[config.mk]
export PLATFORM = sky130hd
export DESIGN_NAME = alu_seq_flat
export DESIGN_NICKNAME = d
export VERILOG_FILES = /design/src/rtl/alu_pkg.sv /design/src/rtl/alu_seq_if.sv /design/src/rtl/alu_mul_iter.sv /design/src/rtl/alu_seq.sv /design/src/flat_wrapper.sv
export SDC_FILE = /design/constraint.sdc
export NUM_CORES = 1
export LEC_CHECK = 0
export BUFFER_PORTS_ARGS = -buffer_cell sky130_fd_sc_hd__buf_4
export CAP_MARGIN = 5
export CORE_ASPECT_RATIO = 2
export CORE_MARGIN = 5
export CORE_UTILIZATION = 55
export DETAILED_ROUTE_END_ITERATION = 7
export PLACE_DENSITY_LB_ADDON = 0.3
export SYNTH_ARGS = -nofsm -noshare
export SYNTH_HDL_FRONTEND = slang
export SYNTH_SLANG_ARGS = --single-unit
[constraint.sdc]
create_clock -name clk -period 4.9 [get_ports clk]
set_clock_uncertainty 0.15 [all_clocks]
set_input_delay 1.47 -clock clk [delete_from_list [all_inputs] [get_ports clk]]
set_output_delay 1.47 -clock clk [all_outputs]
set_load 0.01 [all_outputs]
[src/rtl/alu_pkg.sv]
// Shared definitions for alu_seq: op codes, flag-register control codes, FSM states.
package alu_pkg;

    localparam logic [3:0] OP_ADD  = 4'h0;
    localparam logic [3:0] OP_ADC  = 4'h1;
    localparam logic [3:0] OP_SUB  = 4'h2;
    localparam logic [3:0] OP_SBB  = 4'h3;
    localparam logic [3:0] OP_AND  = 4'h4;
    localparam logic [3:0] OP_OR   = 4'h5;
    localparam logic [3:0] OP_XOR  = 4'h6;
    localparam logic [3:0] OP_NOT  = 4'h7;
    localparam logic [3:0] OP_SHL1 = 4'h8;
    localparam logic [3:0] OP_SHR1 = 4'h9;
    localparam logic [3:0] OP_SAR1 = 4'hA;
    localparam logic [3:0] OP_SHLN = 4'hB;
    localparam logic [3:0] OP_SHRN = 4'hC;
    localparam logic [3:0] OP_MUL  = 4'hD;
    localparam logic [3:0] OP_CLC  = 4'hE;
    localparam logic [3:0] OP_STC  = 4'hF;

    typedef enum logic [1:0] {
        SST_LOAD = 2'b00,
        SST_CLC  = 2'b01,
        SST_STC  = 2'b10,
        SST_HOLD = 2'b11
    } sst_e;

    typedef enum logic {
        ST_IDLE = 1'b0,
        ST_ITER = 1'b1
    } state_e;

endpackage

[src/rtl/alu_seq_if.sv]
// Request/response bundle between the ALU sequencer and its controller.
interface alu_seq_if #(
    parameter int unsigned WIDTH = 8
);
    logic             start;
    logic [3:0]       op;
    logic [WIDTH-1:0] a;
    logic [WIDTH-1:0] b;
    logic             cin;
    logic             busy;
    logic             done;
    logic [WIDTH-1:0] result;
    logic [WIDTH-1:0] result_hi;
    logic             c;
    logic             z;
    logic             v;
    logic             s;
    logic [1:0]       sst;

    modport master (
        output start, op, a, b, cin,
        input  busy, done, result, result_hi, c, z, v, s, sst
    );

    modport slave (
        input  start, op, a, b, cin,
        output busy, done, result, result_hi, c, z, v, s, sst
    );
endinterface

[src/rtl/alu_mul_iter.sv]
// Unsigned shift-add multiplier, one multiplier bit per step; o_product is the
// accumulator value after the current step, so it is the full product when o_done=1.
module alu_mul_iter #(
    parameter int unsigned WIDTH = 8
) (
    input  logic               clk,
    input  logic               reset,
    input  logic               i_start,
    input  logic               i_step,
    input  logic [WIDTH-1:0]   i_a,
    input  logic [WIDTH-1:0]   i_b,
    output logic               o_done,
    output logic [2*WIDTH-1:0] o_product
);
    localparam int unsigned CNTW = $clog2(WIDTH) + 1;

    logic [WIDTH-1:0]   r_mcand;
    logic [2*WIDTH-1:0] r_acc;
    logic [CNTW-1:0]    r_cnt;
    logic [WIDTH:0]     w_sum;
    logic [2*WIDTH-1:0] w_acc_nxt;

    // Upper half accumulates, lower half holds the not-yet-consumed multiplier bits.
    always_comb begin
        w_sum     = {1'b0, r_acc[2*WIDTH-1:WIDTH]} + (r_acc[0] ? {1'b0, r_mcand} : '0);
        w_acc_nxt = {w_sum, r_acc[WIDTH-1:1]};
    end

    always_ff @(posedge clk) begin
        if (reset) begin
            r_mcand <= '0;
            r_acc   <= '0;
            r_cnt   <= '0;
        end else if (i_start) begin
            r_mcand <= i_a;
            r_acc   <= {{WIDTH{1'b0}}, i_b};
            r_cnt   <= CNTW'(WIDTH);
        end else if (i_step && (r_cnt != '0)) begin
            r_acc   <= w_acc_nxt;
            r_cnt   <= r_cnt - CNTW'(1);
        end
    end

    assign o_done    = i_step && (r_cnt == CNTW'(1));
    assign o_product = w_acc_nxt;

endmodule

[src/rtl/alu_seq.sv]
// Multi-cycle ALU feeding the flag register. Define ALU_SEQ_MUL_EN to build the
// iterative multiplier; otherwise op D completes immediately as a flag-neutral pass of a.
module alu_seq
    import alu_pkg::*;
#(
    parameter int unsigned WIDTH = 8
) (
    input  logic     clk,
    input  logic     reset,
    alu_seq_if.slave bus
);
    localparam int unsigned CW  = $clog2(WIDTH);
    localparam int unsigned MSB = WIDTH - 1;

    state_e           r_state, w_state_nxt;
    logic [3:0]       r_op, w_op_nxt;
    logic [CW-1:0]    r_cnt, w_cnt_nxt;
    logic [WIDTH-1:0] r_sh, w_sh_nxt;
    logic             r_done, w_done_nxt;
    logic [WIDTH-1:0] r_result, w_result_nxt;
    logic [WIDTH-1:0] r_result_hi, w_result_hi_nxt;
    logic             r_c, w_c_nxt;
    logic             r_z, w_z_nxt;
    logic             r_v, w_v_nxt;
    logic             r_s, w_s_nxt;
    sst_e             r_sst, w_sst_nxt;

    logic [CW-1:0]    w_k;
    logic [WIDTH:0]   w_sum;
    logic [WIDTH:0]   w_dif;
    logic [WIDTH-1:0] w_sc_res;
    logic             w_sc_c;
    logic             w_sc_v;
    logic             w_sc_clr;
    sst_e             w_sc_sst;
    logic [WIDTH-1:0] w_step;
    logic             w_out;

`ifdef ALU_SEQ_MUL_EN
    logic               w_mul_start;
    logic               w_mul_step;
    logic               w_mul_done;
    logic [2*WIDTH-1:0] w_prod;

    assign w_mul_start = (r_state == ST_IDLE) && bus.start && (bus.op == OP_MUL);
    assign w_mul_step  = (r_state == ST_ITER) && (r_op == OP_MUL);

    alu_mul_iter #(.WIDTH(WIDTH)) u_mul (
        .clk       (clk),
        .reset     (reset),
        .i_start   (w_mul_start),
        .i_step    (w_mul_step),
        .i_a       (bus.a),
        .i_b       (bus.b),
        .o_done    (w_mul_done),
        .o_product (w_prod)
    );
`endif

    assign w_k = bus.b[CW-1:0];

    // Single-cycle datapath, evaluated straight from the request so results land on edge 0.
    always_comb begin
        w_sum    = {1'b0, bus.a} + {1'b0, bus.b} + {{WIDTH{1'b0}}, (bus.op == OP_ADC) & bus.cin};
        w_dif    = {1'b0, bus.a} - {1'b0, bus.b} - {{WIDTH{1'b0}}, (bus.op == OP_SBB) & bus.cin};
        w_sc_res = bus.a;
        w_sc_c   = 1'b0;
        w_sc_v   = 1'b0;
        w_sc_clr = 1'b0;
        w_sc_sst = SST_LOAD;
        unique case (bus.op)
            OP_ADD, OP_ADC: begin
                w_sc_res = w_sum[MSB:0];
                w_sc_c   = w_sum[WIDTH];
                w_sc_v   = (bus.a[MSB] == bus.b[MSB]) && (w_sum[MSB] != bus.a[MSB]);
            end
            OP_SUB, OP_SBB: begin
                w_sc_res = w_dif[MSB:0];
                w_sc_c   = w_dif[WIDTH];
                w_sc_v   = (bus.a[MSB] != bus.b[MSB]) && (w_dif[MSB] != bus.a[MSB]);
            end
            OP_AND:  w_sc_res = bus.a & bus.b;
            OP_OR:   w_sc_res = bus.a | bus.b;
            OP_XOR:  w_sc_res = bus.a ^ bus.b;
            OP_NOT:  w_sc_res = ~bus.a;
            OP_SHL1: begin
                w_sc_res = {bus.a[MSB-1:0], 1'b0};
                w_sc_c   = bus.a[MSB];
            end
            OP_SHR1: begin
                w_sc_res = {1'b0, bus.a[MSB:1]};
                w_sc_c   = bus.a[0];
            end
            OP_SAR1: begin
                w_sc_res = {bus.a[MSB], bus.a[MSB:1]};
                w_sc_c   = bus.a[0];
            end
            OP_SHLN, OP_SHRN: w_sc_sst = SST_HOLD;
            OP_MUL: begin
                w_sc_sst = SST_HOLD;
                w_sc_clr = 1'b1;
            end
            OP_CLC: begin
                w_sc_sst = SST_CLC;
                w_sc_clr = 1'b1;
            end
            OP_STC: begin
                w_sc_sst = SST_STC;
                w_sc_clr = 1'b1;
            end
            default: w_sc_res = bus.a;
        endcase
    end

    always_comb begin
        if (r_op == OP_SHLN) begin
            w_step = {r_sh[MSB-1:0], 1'b0};
            w_out  = r_sh[MSB];
        end else begin
            w_step = {1'b0, r_sh[MSB:1]};
            w_out  = r_sh[0];
        end
    end

    always_comb begin
        w_state_nxt     = r_state;
        w_op_nxt        = r_op;
        w_cnt_nxt       = r_cnt;
        w_sh_nxt        = r_sh;
        w_done_nxt      = 1'b0;
        w_result_nxt    = r_result;
        w_result_hi_nxt = r_result_hi;
        w_c_nxt         = r_c;
        w_z_nxt         = r_z;
        w_v_nxt         = r_v;
        w_s_nxt         = r_s;
        w_sst_nxt       = SST_HOLD;
        unique case (r_state)
            ST_IDLE: begin
                if (bus.start) begin
                    w_op_nxt = bus.op;
                    if ((bus.op == OP_SHLN || bus.op == OP_SHRN) && (w_k != '0)) begin
                        w_state_nxt = ST_ITER;
                        w_cnt_nxt   = w_k;
                        w_sh_nxt    = bus.a;
                    end
`ifdef ALU_SEQ_MUL_EN
                    else if (bus.op == OP_MUL) begin
                        w_state_nxt = ST_ITER;
                    end
`endif
                    else begin
                        w_done_nxt      = 1'b1;
                        w_result_nxt    = w_sc_res;
                        w_result_hi_nxt = '0;
                        w_c_nxt         = w_sc_c;
                        w_v_nxt         = w_sc_v;
                        w_z_nxt         = !w_sc_clr && (w_sc_res == '0);
                        w_s_nxt         = !w_sc_clr && w_sc_res[MSB];
                        w_sst_nxt       = w_sc_sst;
                    end
                end
            end
            ST_ITER: begin
`ifdef ALU_SEQ_MUL_EN
                if (r_op == OP_MUL) begin
                    if (w_mul_done) begin
                        w_state_nxt     = ST_IDLE;
                        w_done_nxt      = 1'b1;
                        w_result_nxt    = w_prod[MSB:0];
                        w_result_hi_nxt = w_prod[2*WIDTH-1:WIDTH];
                        w_c_nxt         = (w_prod[2*WIDTH-1:WIDTH] != '0);
                        w_v_nxt         = (w_prod[2*WIDTH-1:WIDTH] != '0);
                        w_z_nxt         = (w_prod == '0);
                        w_s_nxt         = w_prod[2*WIDTH-1];
                        w_sst_nxt       = SST_LOAD;
                    end
                end else
`endif
                begin
                    // The last step publishes the shifted word directly instead of storing it first.
                    if (r_cnt == CW'(1)) begin
                        w_state_nxt     = ST_IDLE;
                        w_done_nxt      = 1'b1;
                        w_result_nxt    = w_step;
                        w_result_hi_nxt = '0;
                        w_c_nxt         = w_out;
                        w_v_nxt         = 1'b0;
                        w_z_nxt         = (w_step == '0);
                        w_s_nxt         = w_step[MSB];
                        w_sst_nxt       = SST_LOAD;
                    end else begin
                        w_sh_nxt  = w_step;
                        w_cnt_nxt = r_cnt - CW'(1);
                    end
                end
            end
            default: w_state_nxt = ST_IDLE;
        endcase
    end

    always_ff @(posedge clk) begin
        if (reset) begin
            r_state     <= ST_IDLE;
            r_op        <= '0;
            r_cnt       <= '0;
            r_sh        <= '0;
            r_done      <= 1'b0;
            r_result    <= '0;
            r_result_hi <= '0;
            r_c         <= 1'b0;
            r_z         <= 1'b0;
            r_v         <= 1'b0;
            r_s         <= 1'b0;
            r_sst       <= SST_HOLD;
        end else begin
            r_state     <= w_state_nxt;
            r_op        <= w_op_nxt;
            r_cnt       <= w_cnt_nxt;
            r_sh        <= w_sh_nxt;
            r_done      <= w_done_nxt;
            r_result    <= w_result_nxt;
            r_result_hi <= w_result_hi_nxt;
            r_c         <= w_c_nxt;
            r_z         <= w_z_nxt;
            r_v         <= w_v_nxt;
            r_s         <= w_s_nxt;
            r_sst       <= w_sst_nxt;
        end
    end

    assign bus.busy      = (r_state == ST_ITER);
    assign bus.done      = r_done;
    assign bus.result    = r_result;
    assign bus.result_hi = r_result_hi;
    assign bus.c         = r_c;
    assign bus.z         = r_z;
    assign bus.v         = r_v;
    assign bus.s         = r_s;
    assign bus.sst       = r_sst;

endmodule
[src/flat_wrapper.sv]
// flat-port wrapper written by rule: the top's interface ports become plain ports
module alu_seq_flat import alu_pkg::*;
#(
    parameter int unsigned WIDTH = 8
)
  (clk, reset, bus_start, bus_op, bus_a, bus_b, bus_cin, bus_busy, bus_done, bus_result, bus_result_hi, bus_c, bus_z, bus_v, bus_s, bus_sst);
  alu_seq_if #(.WIDTH(WIDTH)) bus_i ();
  input  logic clk;
  input  logic reset;
  input wire logic [$bits(bus_i.start)-1:0] bus_start;
  input wire logic [$bits(bus_i.op)-1:0] bus_op;
  input wire logic [$bits(bus_i.a)-1:0] bus_a;
  input wire logic [$bits(bus_i.b)-1:0] bus_b;
  input wire logic [$bits(bus_i.cin)-1:0] bus_cin;
  output wire logic [$bits(bus_i.busy)-1:0] bus_busy;
  output wire logic [$bits(bus_i.done)-1:0] bus_done;
  output wire logic [$bits(bus_i.result)-1:0] bus_result;
  output wire logic [$bits(bus_i.result_hi)-1:0] bus_result_hi;
  output wire logic [$bits(bus_i.c)-1:0] bus_c;
  output wire logic [$bits(bus_i.z)-1:0] bus_z;
  output wire logic [$bits(bus_i.v)-1:0] bus_v;
  output wire logic [$bits(bus_i.s)-1:0] bus_s;
  output wire logic [$bits(bus_i.sst)-1:0] bus_sst;
  assign bus_i.start = bus_start;
  assign bus_i.op = bus_op;
  assign bus_i.a = bus_a;
  assign bus_i.b = bus_b;
  assign bus_i.cin = bus_cin;
  assign bus_busy = bus_i.busy;
  assign bus_done = bus_i.done;
  assign bus_result = bus_i.result;
  assign bus_result_hi = bus_i.result_hi;
  assign bus_c = bus_i.c;
  assign bus_z = bus_i.z;
  assign bus_v = bus_i.v;
  assign bus_s = bus_i.s;
  assign bus_sst = bus_i.sst;
  alu_seq #(.WIDTH(WIDTH)) u_core (.clk(clk), .reset(reset), .bus(bus_i));
endmodule
## Word level (Yosys, flattened, before mapping)

Cells that the tools add are included.

| word-level totals | value |
|---|---|
| output and inout bits | 24 |
| bits of input ports | 24 |
| logic and storage cells | 120 |
| bits in registers | 39 |

| cells by class | value |
|---|---|
| equal/unequal tests | 26 |
| multiplexer cells | 51 |
| add/subtract/negate cells | 5 |
| reductions and logical operators | 19 |
| bitwise logic cells | 7 |

Operator list:

| operator | count |
|---|---|
| 8-bit 2-to-1 mux | 10 |
| 8-bit case mux with 9 select lines | 1 |
| 8-bit case mux with 2 select lines | 3 |
| 4-bit == test (second input constant) | 9 |
| 1-bit 2-to-1 mux | 20 |
| 4-bit by 3-bit == test with 1-bit output (second input constant) | 4 |
| 8-bit logical NOT | 2 |
| 1-bit case mux with 2 select lines | 7 |
| 8-bit by 8-bit adder with 9-bit output | 1 |
| 9-bit by 1-bit adder with 9-bit output | 1 |
| 3-bit 2-to-1 mux | 3 |
| 8-bit by 8-bit subtractor with 9-bit output | 1 |
| 9-bit by 1-bit subtractor with 9-bit output | 1 |
| 8-bit AND | 1 |
| 4-bit by 2-bit == test with 1-bit output (second input constant) | 2 |
| 2-bit != test (second input constant) | 4 |
| 8-bit inverter | 1 |
| 8-bit bitwise OR | 1 |
| 8-bit bitwise XOR | 1 |
| 2-bit 2-to-1 mux | 3 |
| 2-bit case mux with 3 select lines | 1 |
| 3-bit case mux with 2 select lines | 1 |
| 3-bit AND reduction | 2 |
| 2-bit OR reduction | 3 |
| other kinds (17) | 25 |

## Logic depth before layout (Yosys ltp)

Gate-level depths: netlist (run 1).

| logic depth | value |
|---|---|
| word-level depth | 9 |
| gate-level depth with buffers | 15 |
| depth with buffers taken out | 13 |

## Worst setup path before layout (run 1)

OpenSTA, ideal clock, no wires.

| path | value |
|---|---|
| kind | input-to-reg |
| start point | input port bus_op[1] |
| end point | register u_core.r_z (netlist: u_core.bus.z) |
| arrival time | 4.227 ns |
| required time | 4.666 ns |
| buffers on the path | 4 |
| stages | 15 |
| setup time | 0.084 ns |
| slack | 0.439 ns |
| path through | buf_4 buf_4 buf_2 clkbuf_1 nor3_1 fa_1 inv_1 fa_1 nor3_1 o21ai_0 o21ai_0 o32a_1 nor4_1 nand4b_1 o31ai_2 |

| between the ends | value |
|---|---|
| cells in the longest elaborated chain, start to end | 9 |
| elaborated cells between the ends (all ways) | 35 |
| classes of those cells | add/sub (2); eq/ne (16); mux (5); bitwise (2); reduce/logical (10) |

Ends and longest elaborated chain:

| element | RTL line | RTL |
|---|---|---|
| from (decl) | flat_wrapper.sv:11 | `input wire logic [$bits(bus_i.op)-1:0] bus_op;` |
| 4-bit by 2-bit == test with 1-bit output / 4-bit by 1-bit == test with 1-bit output (equally long branches) | alu_seq.sv:65, alu_seq.sv:71, alu_seq.sv:64 |  |
| 1-bit AND (on tied branches) | alu_seq.sv:65, alu_seq.sv:64 |  |
| 9-bit by 1-bit subtractor with 9-bit output / 9-bit by 1-bit adder with 9-bit output (equally long branches) | alu_seq.sv:65, alu_seq.sv:64 |  |
| 8-bit case mux with 9 select lines | alu_seq.sv:71 | `unique case (bus.op)` |
| 8-bit logical NOT | alu_seq.sv:158 | `w_z_nxt = !w_sc_clr && (w_sc_res == '0);` |
| 1-bit logical AND | alu_seq.sv:158 |  |
| 1-bit 2-to-1 mux | alu_seq.sv:142 | `if ((bus.op == OP_SHLN \|\| bus.op == OP_SHRN) && (w_k != '0)) begin` |
| 1-bit 2-to-1 mux | alu_seq.sv:140 | `if (bus.start) begin` |
| 1-bit case mux with 2 select lines | alu_seq.sv:138 | `unique case (r_state)` |
| to (signal assigned) | alu_seq.sv:225 | `r_z <= w_z_nxt;` |
| to (decl) | alu_seq.sv:23 | `logic r_z, w_z_nxt;` |

Parallel ways exist; a longest one is shown, timed or not. The select of a mux whose other input is x is not followed.
A chain may end at the register's enable or synchronous reset.

## Worst setup path in the final report (run 1)

| path | value |
|---|---|
| start point | input port bus_op[3] |
| end point | register u_core.r_c (netlist: u_core.bus.c) |

| between the ends | value |
|---|---|
| cells in the longest elaborated chain, start to end | 7 |
| elaborated cells between the ends (all ways) | 24 |
| classes of those cells | add/sub (2); eq/ne (9); mux (4); bitwise (2); reduce/logical (7) |

Ends and longest elaborated chain:

| element | RTL line | RTL |
|---|---|---|
| 4-bit by 2-bit == test with 1-bit output / 4-bit by 1-bit == test with 1-bit output (equally long branches) | alu_seq.sv:65, alu_seq.sv:71, alu_seq.sv:64 |  |
| 1-bit AND (on tied branches) | alu_seq.sv:65, alu_seq.sv:64 |  |
| 9-bit by 1-bit subtractor with 9-bit output / 9-bit by 1-bit adder with 9-bit output (equally long branches) | alu_seq.sv:65, alu_seq.sv:64 |  |
| 1-bit case mux with 4 select lines | alu_seq.sv:71 |  |
| 1-bit 2-to-1 mux | alu_seq.sv:142 |  |
| 1-bit 2-to-1 mux | alu_seq.sv:140 |  |
| 1-bit case mux with 2 select lines | alu_seq.sv:138 |  |
| to (signal assigned) | alu_seq.sv:224 | `r_c <= w_c_nxt;` |
| to (decl) | alu_seq.sv:22 | `logic r_c, w_c_nxt;` |

Parallel ways exist; a longest one is shown, timed or not. The select of a mux whose other input is x is not followed.

==> results.md, run 1 <==
- Status: finished, final reports clean
- Reg-to-reg slack, setup: approximately 1.6 ns
- Mapped Cells: 454
- Initial antenna violation count: 0
- Internal power: 0.6543 mW
- Synth area leader: dfxtp_1
- Most frequent cells in the layout: 61 x nand2_1, 49 x buf_4, 38 x a21oi_1
- Post-synth EDFFs: 0
- GRT Residual Overflow: 0
- Logic pwr share: 0.335
- Total wire length: 10.67 mm
- Antenna Nets Post-Route: 0
- Ys Warns: 0
- Max-slew violation count: 0
- Seq/Total Area, Yosys: 0.1867
- Clk root buf: clkbuf_16
- DR iter-0 viols: between 300 and 400
- Net switching power: around 0.32 mW
- Part of the cycle the worst path needs: 0.9657
- RSZ-0062 raised after global routing: false
- Crit Path Category: primary input to flop
- Area grow syn2layout: 14.41%
- CTS tree: yes
- Slew headroom: 0.3273
- First-pass GRT wire length: around 17 mm
- Final hold violations: 0
- Reg2reg end: u_core.bus.z$_SDFFE_PP0P_
- Top post-synthesis cells by area: dfxtp_1 19%, ha_1 12%, nand2_1 6.9%
- Critical Path Start Type: primary input
- CORE AREA: about 0.0060 mm²
- Leakage: 1.653 nW
- Largest net degree at the start of global routing: 47
- Max-Cap Viols: 0
- Worst Setup End Kind: flop
- CTS sink count: 31
- Synth Flop Type: dfxtp_1
- Clk_lat worst skew: 0.28 ns
- Num CTS Buffers: 5
- Die Width: 64.98 µm
- Quantity of I/O buffers inserted on ports: 39
- Dpl cells: around 540
- Row count: 40
- Max Clk Rate: 0.2113 GHz
- N_diodes: 0
- Clock buffer depth: 2
- Fraction of final layout cells sized beyond drive strength 1: 0.1358
- Top cell type's share of synthesized area: 0.1867
- Die Span Y: 120.0 µm
- Most common cell after layout, fill and taps aside: nand2_1
- DR WL/cell: 19.43 µm
- Mean Syn Cell Area: about 7.3 µm²
- Number of global-route vias before repair: 3557
- Worst Hold End: u_core.bus.result[0]$_SDFFE_PP0P_
- Post-CTS resize count: 0
- Drt via density: 6.506
- Crit-path slowest cell: nor3_1
- Drt first pass iters: 5
- Largest stage delay, worst path: 0.43 ns
- WP data required: 4.95 ns
- Min Tclk post-route: 4.732 ns
- Non-Filler Instances: 549
- Setup Buffers After CTS: 0
- Clk pwr share: 0.375
- DR vias: 3572
- Die area: 0.007794 mm²
- Top-Level Pins: 48
- Detailed-route DRC error count: 0
- Flop pwr share: 0.289
- R2R depth: 8
- GRT Overall Usage: 0.2806
- Worst hold-check path type: flop to flop
- Worst Max-Slew Pin Slew: 1.008 ns
- Asr flop ratio synth: 0
- Power per cell area: between 200 and 300 mW/mm²
- Synthesized area: 0.003324 mm²
- Clk slew on worst S/H paths: about 0.050 ns
- Setup-failing EPs final: 0
- Worst path arrival time: 4.78 ns
- CP cell instances: buf_4, nor2_1, nand2_1, nor3_1, fa_1, inv_1, fa_1, nor2b_1, o31ai_1, buf_4, a211oi_1, o21ai_0, a221oi_1, o221ai_1, a211oi_1
- Initial Util: 0.5582
- Routability cong.: 0.9812
- Min-delay src: u_core.bus.result[0]$_SDFFE_PP0P_
- Worst hold path depth: 2
- Hold-fix buffers, CTS: 0
- Yosys reg bits: 31
- Critical path peak fanout: 4
- Peak VDD IR: 166.3 µV
- Final core utilization: 0.6387
- H-tree depth: 2
- Worst R2R Start: u_core.bus.busy$_SDFF_PP0_
- Post-DP HPWL: 8.318 mm
- Post-layout net count: 545
- Sw Ratio: 0.3259
- Netlist cell types: 61
synth_stat cells (all sizes together), types with 3 or more instances:
cell type / n
o211ai: 15
nand3: 12
o21ai: 24
a211o: 3
nand2: 61
nor3: 12
nor2b: 5
clkbuf: 13
or3: 4
a211oi: 6
inv: 31
xnor2: 3
fa: 4
mux2i: 9
buf: 19
o32a: 3
dfxtp: 31
a21o: 9
a22oi: 3
and3: 5
ha: 32
nor4: 3
a21oi: 38
o21a: 4
a221oi: 6
nand4: 3
nand2b: 7
o22ai: 3
nor2: 34
xor2: 4
a31oi: 6
o31ai: 3
kinds of logic after synthesis:
kind of cell / share of synthesized area
mux: 0.04742
xor+xnor: 0.01844
compound gates: 0.2872
flops: 0.1867
other cells: 0.001128
simple gates: 0.2281
buf+inv: 0.08656
fa+ha+maj: 0.1445
worst max-delay path: cells and delay by family:
kind / cells / cell delay, ns
buffers and inverters: 3 / 0.35
adder cells (fa/ha/maj): 2 / 0.72
AND/OR/NAND/NOR: 4 / 0.96
AO/OA/AOI/OAI: 6 / 1.27
layer usage:
metal  vias to the layer above  routed length, µm  global-route usage
met4                         0                850              0.2331
met2                       156               5618              0.5093
met5                         -                  0                   0
met1                      1670               3727              0.2768
met3                        56                472             0.02247
li1                       1690                  -                   -
flip-flops by register name, indices dropped and copies added, names as in the netlist:
name and cells:
u_core.bus.busy 1, u_core.bus.c 1, u_core.bus.done 1, u_core.bus.result 8, u_core.bus.s 1, u_core.bus.sst 2, u_core.bus.v 1, u_core.bus.z 1
u_core.r_cnt 3, u_core.r_op 4, u_core.r_sh 8
cell type report:
class / instances / area [µm²]
flip-flops and latches: 31 / 620.6
multi-input cells: 366 / 2442
inverters: 32 / 120.1
clock inverters: 2 / 35.03
clock buffers: 6 / 138.9
repair buffers: 49 / 367.9
well taps: 63 / 78.83
fillers: 553 / 2152
power groups by stage:
stage | sequential [mW] | clock [mW] | combinational [mW]
CTS | 0.281 | 0.367 | 0.320
global placement | 0.285 | 0 | 0.314
floorplan | 0.286 | 0 | 0.215
detailed placement | 0.286 | 0 | 0.319
finish | 0.281 | 0.364 | 0.325
global route | 0.283 | 0.375 | 0.353
stage by stage:
step | TNS (ns) | setup WS (ns) | hold slack [ns] | area [µm²] | power (mW)
final | 0 | 0.1680 | 0.3004 | 3804 | 0.9706
after global routing | 0 | 0.06741 | 0.3290 | 3804 | 1.011
after CTS | 0 | 0.2140 | 0.3018 | 3804 | 0.9672
after detailed placement | -0.07116 | -0.07116 | 0.2947 | 3630 | 0.6049
after global placement | -0.01449 | -0.01449 | 0.2934 | 3630 | 0.5992
after floorplan | 0 | 0.4389 | 0.2819 | 3351 | 0.5013
worst max-delay path by stage:
stage	endpoint	slack [ns]	start	cells after the start
finish	u_core.bus.c$_SDFFE_PP0P_	0.17	bus_op[3]	15
global route	u_core.bus.c$_SDFFE_PP0P_	0.07	bus_op[3]	15
CTS	u_core.bus.c$_SDFFE_PP0P_	0.21	bus_op[3]	15
detailed placement	u_core.bus.c$_SDFFE_PP0P_	-0.07	bus_op[3]	15
global placement	u_core.bus.c$_SDFFE_PP0P_	-0.01	bus_op[3]	15
floorplan	u_core.bus.z$_SDFFE_PP0P_	0.44	bus_op[1]	15
Note: power is estimated with default switching activity, not from simulation.
==> inputs of run 2 (changes only) <==
==> constraint.sdc (replaced) <==
create_clock -name clk -period 4.9 [get_ports clk]
set_clock_uncertainty 0.15 [all_clocks]
set_input_delay 0.245 -clock clk [delete_from_list [all_inputs] [get_ports clk]]
set_output_delay 0.245 -clock clk [all_outputs]
set_load 0.01 [all_outputs]
==> results.md, run 2 (synthesized netlist as in run 1, its figures left out) <==
- Status: finished, final reports clean
- CTS tree: yes
- Hold slack: ~0.17 ns
- Worst Hold End: u_core.r_cnt[2]$_SDFFE_PP0P_
- WP data required: 4.93 ns
- First-pass GRT wire length: 16.15 mm
- Clock buffer depth: 2
- Pre-CTS setup slack: around 1.1 ns
- Setup Buffers After CTS: 0
- Leakage: 1.590 nW
- DR WL/cell: roughly 19 µm
- Die Span Y: 120.0 µm
- Max-Cap Viols: 0
- Hold-fix buffers, CTS: 0
- Drt first pass iters: 6
- Reg-to-reg slack, setup: 1.64 ns
- Routability cong.: approximately 0.95
- Worst R2R Start: u_core.bus.busy$_SDFF_PP0_
- Slew headroom: 0.2635
- Power per cell area: 241.5 mW/mm²
- Post-CTS resize count: 0
- Cell Area, Placed: between 0.003 and 0.004 mm²
- Min-delay src: bus_b[2]
- Top cell family by delay on the critical path: compound AO/OA/AOI/OAI gates
- Most frequent cells in the layout: 61 x nand2_1, 40 x buf_4, 38 x a21oi_1
- CP cell instances: buf_4, and2_1, nand3_1, fa_1, fa_1, o21a_1, o221a_2, a31oi_1, xnor2_1, a221oi_1, o221ai_1, a211oi_1
- Row count: 40
- Final hold violations: 0
- Setup-failing EPs final: 0
- Clk root buf: clkbuf_16
- CP most frequent cell: fa_1
- Area grow syn2layout: 11.29%
- Top-Level Pins: 48
- Quantity of I/O buffers inserted on ports: 39
- Non-Filler Instances: 540
- WP buf/inv: 1
- Worst Setup Slack, final: 1.309 ns
- CORE AREA: 0.005956 mm²
- Antenna Nets Post-Route: 0
- Max Clk Rate: 0.2785 GHz
- Reg2reg end: u_core.bus.z$_SDFFE_PP0P_
- Die Width: 64.98 µm
- Number of global-route vias before repair: 3367
- Post-layout net count: 536
- Dpl cells: between 500 and 600
- H-tree depth: 2
- R2R depth: 8
- Initial Util: 0.5582
- Largest stage delay, worst path: between 0.4 and 0.5 ns
- Clk_lat worst skew: 0.28 ns
- Worst hold path depth: 3
- Critical path peak fanout: 48
- N_diodes: 0
- Most common cell after layout, fill and taps aside: nand2_1
- Worst Max-Slew Pin Slew: 1.105 ns
- Drt via density: 6.574
- Fraction of final layout cells sized beyond drive strength 1: 0.1153
- DR iter-0 viols: 367
- Max-slew violation count: 0
- Crit-path slowest cell: fa_1
- Detailed-route DRC error count: 0
- Critical Path Start Type: primary input
- Finished Cell Area: between 0.003 and 0.004 mm²
- Min Tclk post-route: roughly 3.6 ns
- Die area: 0.007794 mm²
- Crit Path Category: primary input to flop
- Setup TNS: 0 ns
- CTS sink count: 31
- Total wire length: 10.30 mm
- Num CTS Buffers: 5
- Part of the cycle the worst path needs: 0.7329
- DR vias: 3550
- Worst path arrival time: 3.62 ns
- Worst hold-check path type: primary input to flop
- GRT Overall Usage: 0.2657
- Post-DP HPWL: 7.881 mm
- GRT Residual Overflow: 0
- Initial antenna violation count: 0
- Largest net degree at the start of global routing: 49
- Worst Setup End Kind: flop
- Peak VDD IR: between 100 and 150 µV
- RSZ-0062 raised after global routing: false
- Clk slew on worst S/H paths: roughly 0.050 ns
-- run 2: cell types whose count changed in the layout (fill, tap and decap cells not counted), sizes merged --
cell	previous run	this run
buf	49	40
bufinv	1	0
clkbuf	6	7
-- run 2: how the worst max path moves through the flow --
| stage | startpoint | to | slack (ns) | depth (start not counted) |
|---|---|---|---|---|
| final | bus_op[1] | u_core.bus.c$_SDFFE_PP0P_ | 1.31 | 12 |
| after detailed placement | bus_op[1] | u_core.bus.c$_SDFFE_PP0P_ | 1.11 | 12 |
| after CTS | bus_op[1] | u_core.bus.c$_SDFFE_PP0P_ | 1.34 | 12 |
| after global routing | bus_op[1] | u_core.bus.c$_SDFFE_PP0P_ | 1.18 | 12 |
| after floorplan | bus_op[1] | u_core.bus.z$_SDFFE_PP0P_ | 1.66 | 15 |
| after global placement | bus_op[1] | u_core.bus.c$_SDFFE_PP0P_ | 1.19 | 12 |
-- run 2: metal layers --
layer	wire (µm)	share of wire	track usage
met5	0	0	0
met4	777	0.075	0.2172
met3	452	0.044	0.02903
met2	5542	0.54	0.4824
met1	3530	0.34	0.2585
-- run 2: per-stage QoR --
| stage | util | power (mW) |
|---|---|---|
| after floorplan | - | 0.5013 |
| after global placement | 0.5981 | 0.5888 |
| after detailed placement | 0.5981 | 0.5944 |
| after CTS | 0.6212 | 0.8877 |
| after global routing | 0.6212 | 0.9313 |
| final | 0.6212 | 0.8935 |
-- run 2: layout make-up --
| type | instances | area (µm²) |
|---|---|---|
| well taps | 63 | 78.83 |
| repair buffers | 40 | 300.3 |
| fillers | 576 | 2256 |
| flip-flops and latches | 31 | 620.6 |
| multi-input cells | 366 | 2442 |
| clock inverters | 1 | 5.005 |
| clock buffers | 7 | 132.6 |
| inverters | 32 | 120.1 |
-- run 2: worst register-to-register path, delay by kind of cell, from the launching register on --
family | cells | cell delay, ns
AOI/OAI and AO/OA | 3 | 0.89
buffers and inverters | 2 | 0.38
DFF | 1 | 0.96
and+or+nand+nor | 3 | 0.80
-- run 2: where the power goes --
part           switching (mW)  leakage [nW]  internal (mW)
Clock                   0.110        0.0679          0.187
Combinational           0.187          1.27          0.128
Sequential             0.0121         0.254          0.268
==> inputs of run 3 (changes only) <==
--- a/config.mk
+++ b/config.mk
@@ -5,11 +5,12 @@
 export SDC_FILE = /design/constraint.sdc
 export NUM_CORES = 1
 export LEC_CHECK = 0
+export ABC_AREA = 1
 export BUFFER_PORTS_ARGS = -buffer_cell sky130_fd_sc_hd__buf_4
 export CAP_MARGIN = 5
 export CORE_ASPECT_RATIO = 2
 export CORE_MARGIN = 5
-export CORE_UTILIZATION = 55
+export CORE_UTILIZATION = 53
 export DETAILED_ROUTE_END_ITERATION = 7
 export PLACE_DENSITY_LB_ADDON = 0.3
 export SYNTH_ARGS = -nofsm -noshare
==> constraint.sdc (replaced) <==
create_clock -name clk -period 3.3 [get_ports clk]
set_clock_uncertainty 0.15 [all_clocks]
set_input_delay 0.165 -clock clk [delete_from_list [all_inputs] [get_ports clk]]
set_output_delay 0.165 -clock clk [all_outputs]
set_load 0.01 [all_outputs]
==> results.md, run 3 <==
- Max Clk Rate: 0.3871 GHz
- Seq/Total Area, Yosys: 0.1881
- Worst Hold End: u_core.r_op[2]$_SDFFE_PP0P_
- Min-delay src: bus_op[2]
- Max-Cap Viols: 0
- Final hold violations: 0
- Largest net degree at the start of global routing: 28
- DR vias: around 3700
- Final core utilization: 0.6221
- Dpl cells: 664
- Die Width: between 60 and 70 µm
- Fraction of final layout cells sized beyond drive strength 1: 0.1138
- Post-layout net count: 648
- Worst hold path depth: 3
- Initial Util: 0.5448
- Critical Path Start Type: primary input
- Post-synthesis compound-gate area fraction: 0.1532
- Worst Max-Slew Pin Slew: 0.8660 ns
- Die Span Y: 121.6 µm
- RSZ-0062 raised after global routing: false
- Synth Flop Type: dfxtp_1
- Multiplexer area fraction after synthesis: 0
- CP cell instances: buf_4, inv_1, nand2_2, inv_1, nand3_1, fa_1, fa_1, nand2_1, nand2_1, nand2_1, nand2_1, nor2_1, nand4_1, nor2_1, nand2_1, nor2_1, nand3_1, a21oi_1
- DR iter-0 viols: around 340
- Area grow syn2layout: 14.18%
- Num CTS Buffers: 5
- N_diodes: 0
- Die area: ~0.0080 mm²
- Clk pwr share: 0.324
- Drt via density: 5.513
- Ys Warns: 0
- Routability cong.: 1.047
- Max-slew violation count: 0
- Number of global-route vias before repair: 3578
- Quantity of I/O buffers inserted on ports: 39
- Worst path arrival time: approximately 2.6 ns
- Synthesized area: around 0.0033 mm²
- Fill count: about 600
- Critical path peak fanout: 5
- CTS tree: yes
- Worst hold-check path type: primary input to flop
- Setup Buffers After CTS: 0
- Logic pwr share: 0.361
- Crit-path slowest cell: fa_1
- Pre-CTS setup slack: 0.4680 ns
- Most frequent cells in the layout: 142 x nand2_1, 79 x inv_1, 60 x nand3_1
- Sw Ratio: 0.3622
- Status: finished, final reports clean
- GR Util met2: 0.4997
- Reg-to-reg slack, setup: around 1.1 ns
- CTS sink count: 31
- Worst R2R Start: u_core.r_cnt[1]$_SDFFE_PP0P_
- Drt first pass iters: 8
- Top cell type's share of synthesized area: 0.1881
- R2R depth: 9
- Most common cell after layout, fill and taps aside: nand2_1
- Internal power: 0.8559 mW
- Reg2reg end: u_core.r_sh[0]$_SDFFE_PP0P_
- H-tree depth: 2
- Worst Setup Slack, final: 0.7166 ns
- Critical path depth in cells: 18
- GRT Residual Overflow: 0
- Busiest grt layer: met2
- Hold slack: 0.07919 ns
- Post-synth EDFFs: 0
- Met1 usage: 0.2621
- Min Tclk post-route: 2.583 ns
- Post-DP HPWL: approximately 8.7 mm
- Setup-failing EPs final: 0
- Top post-synthesis cells by area: dfxtp_1 19%, nand2_1 16%, ha_1 12%
- Non-Filler Instances: 673
- Leakage: 1.946 nW
- Clk root buf: clkbuf_16
- Row count: 40
- Total wire length: about 11 mm
- Slew headroom: 0.4227
- Count leader, synth: nand2_1
- CP most frequent cell: nand2_1
- Cell Area, Placed: 0.003620 mm²
- Flop pwr share: 0.315
- Largest stage delay, worst path: 0.42 ns
- Netlist cell types: 34
- Routing usage on met3: 0.02122
- Initial antenna violation count: 0
- Top cell family by delay on the critical path: simple AND/OR/NAND/NOR gates
- Xor/xnor share of the synthesized area: 0.002655
- WP buf/inv: 3
- Post-synthesis adder-cell area fraction: 0.1456
- Setup TNS: 0 ns
- Mapped Cells: 550
- Finished Cell Area: roughly 0.0038 mm²
- CORE AREA: slightly above 0.006 mm²
- Part of the cycle the worst path needs: 0.7828
- Net switching power: between 0.4 and 0.5 mW
- First-pass GRT wire length: 16.81 mm
- Clock buffer depth: 2
- Antenna Nets Post-Route: 0
- Post-Synth Simple-Gate Area: 0.3777
- Detailed-route DRC error count: 0
- Mean Syn Cell Area: 5.999 µm²
- Worst Setup End Kind: flop
- Crit Path Category: primary input to flop
- Yosys reg bits: 31
- Commonest cells post-synth: 142 x nand2_1, 79 x inv_1, 60 x nand3_1
- Combinational family with the most area after synthesis: simple AND/OR/NAND/NOR gates
- Clk_lat worst skew: 0.28 ns
- Synth area leader: dfxtp_1
- Peak VDD IR: 178.1 µV
- Clk slew on worst S/H paths: around 0.050 ns
- WP data required: 3.35 ns
- Asr flop ratio synth: 0
- Power per cell area: ~360 mW/mm²
- GRT Overall Usage: 0.2754
- DR WL/cell: 16.00 µm
- Top-Level Pins: 48
- Overall power: approximately 1.3 mW
run 3: cell types whose count changed after synthesis, moves of 12 or more:
cell,delta
nand2_1,+81
o211ai_1,-14
nand3_1,+48
a21oi_1,-13
nand4_1,+12
o21ai_0,+23
inv_1,+48
nor2_1,+15
run 3: cell families (layout without fill, tap and decap cells):
| kind of cell | Yosys count | count (layout) |
|---|---|---|
| buf+inv | 102 | 134 |
| other cells | 1 | 8 |
| fa+ha+maj | 36 | 36 |
| compound gates | 92 | 92 |
| xor+xnor | 1 | 1 |
| flops | 31 | 31 |
| simple gates | 287 | 287 |
run 3: area by class of cell:
class	count	area, µm²	share of cell area
flip-flops and latches	31	620.6	0.1647
clock buffers	7	132.6	0.03520
multi-input cells	424	2271	0.6028
repair buffers	42	317.8	0.08436
inverters	84	315.3	0.08369
well taps	84	105.1	0.02790
clock inverters	1	5.005	0.001328
run 3: how the worst max path moves through the flow:
stage,from,end,slack (ns)
2_1_floorplan,bus_op[1],u_core.bus.s$_SDFFE_PP0P_,0.95
3_5_place_dp,bus_op[3],u_core.bus.z$_SDFFE_PP0P_,0.47
5_1_grt,bus_op[3],u_core.bus.result[7]$_SDFFE_PP0P_,0.53
4_1_cts,bus_op[3],u_core.bus.z$_SDFFE_PP0P_,0.75
3_3_place_gp,bus_op[3],u_core.bus.z$_SDFFE_PP0P_,0.54
6_report,bus_op[3],u_core.bus.z$_SDFFE_PP0P_,0.72
run 3: timing repair:
action                                 CTS  global route
hold buffers                             1             0
gates resized for setup                  0             0
endpoints found under the hold margin    2             0
run 3: tightest hold or removal path: stages:
cell	delay, ns
buf_4	0.11
inv_2	0.07
a21oi_1	0.11
run 3: routing by layer:
layer / share of wire / wire length (µm)
met4: 0.090 / 966
met5: 0 / 0
met2: 0.52 / 5629
met1: 0.35 / 3780
met3: 0.036 / 393
run 3: power groups by stage:
stage          clock network [mW]  logic (mW)  registers (mW)
6_report                    0.435       0.484           0.423
5_1_grt                     0.450       0.540           0.426
4_1_cts                     0.436       0.477           0.423
3_5_place_dp                    0       0.473           0.430
3_3_place_gp                    0       0.465           0.429
2_1_floorplan                   0       0.318           0.435
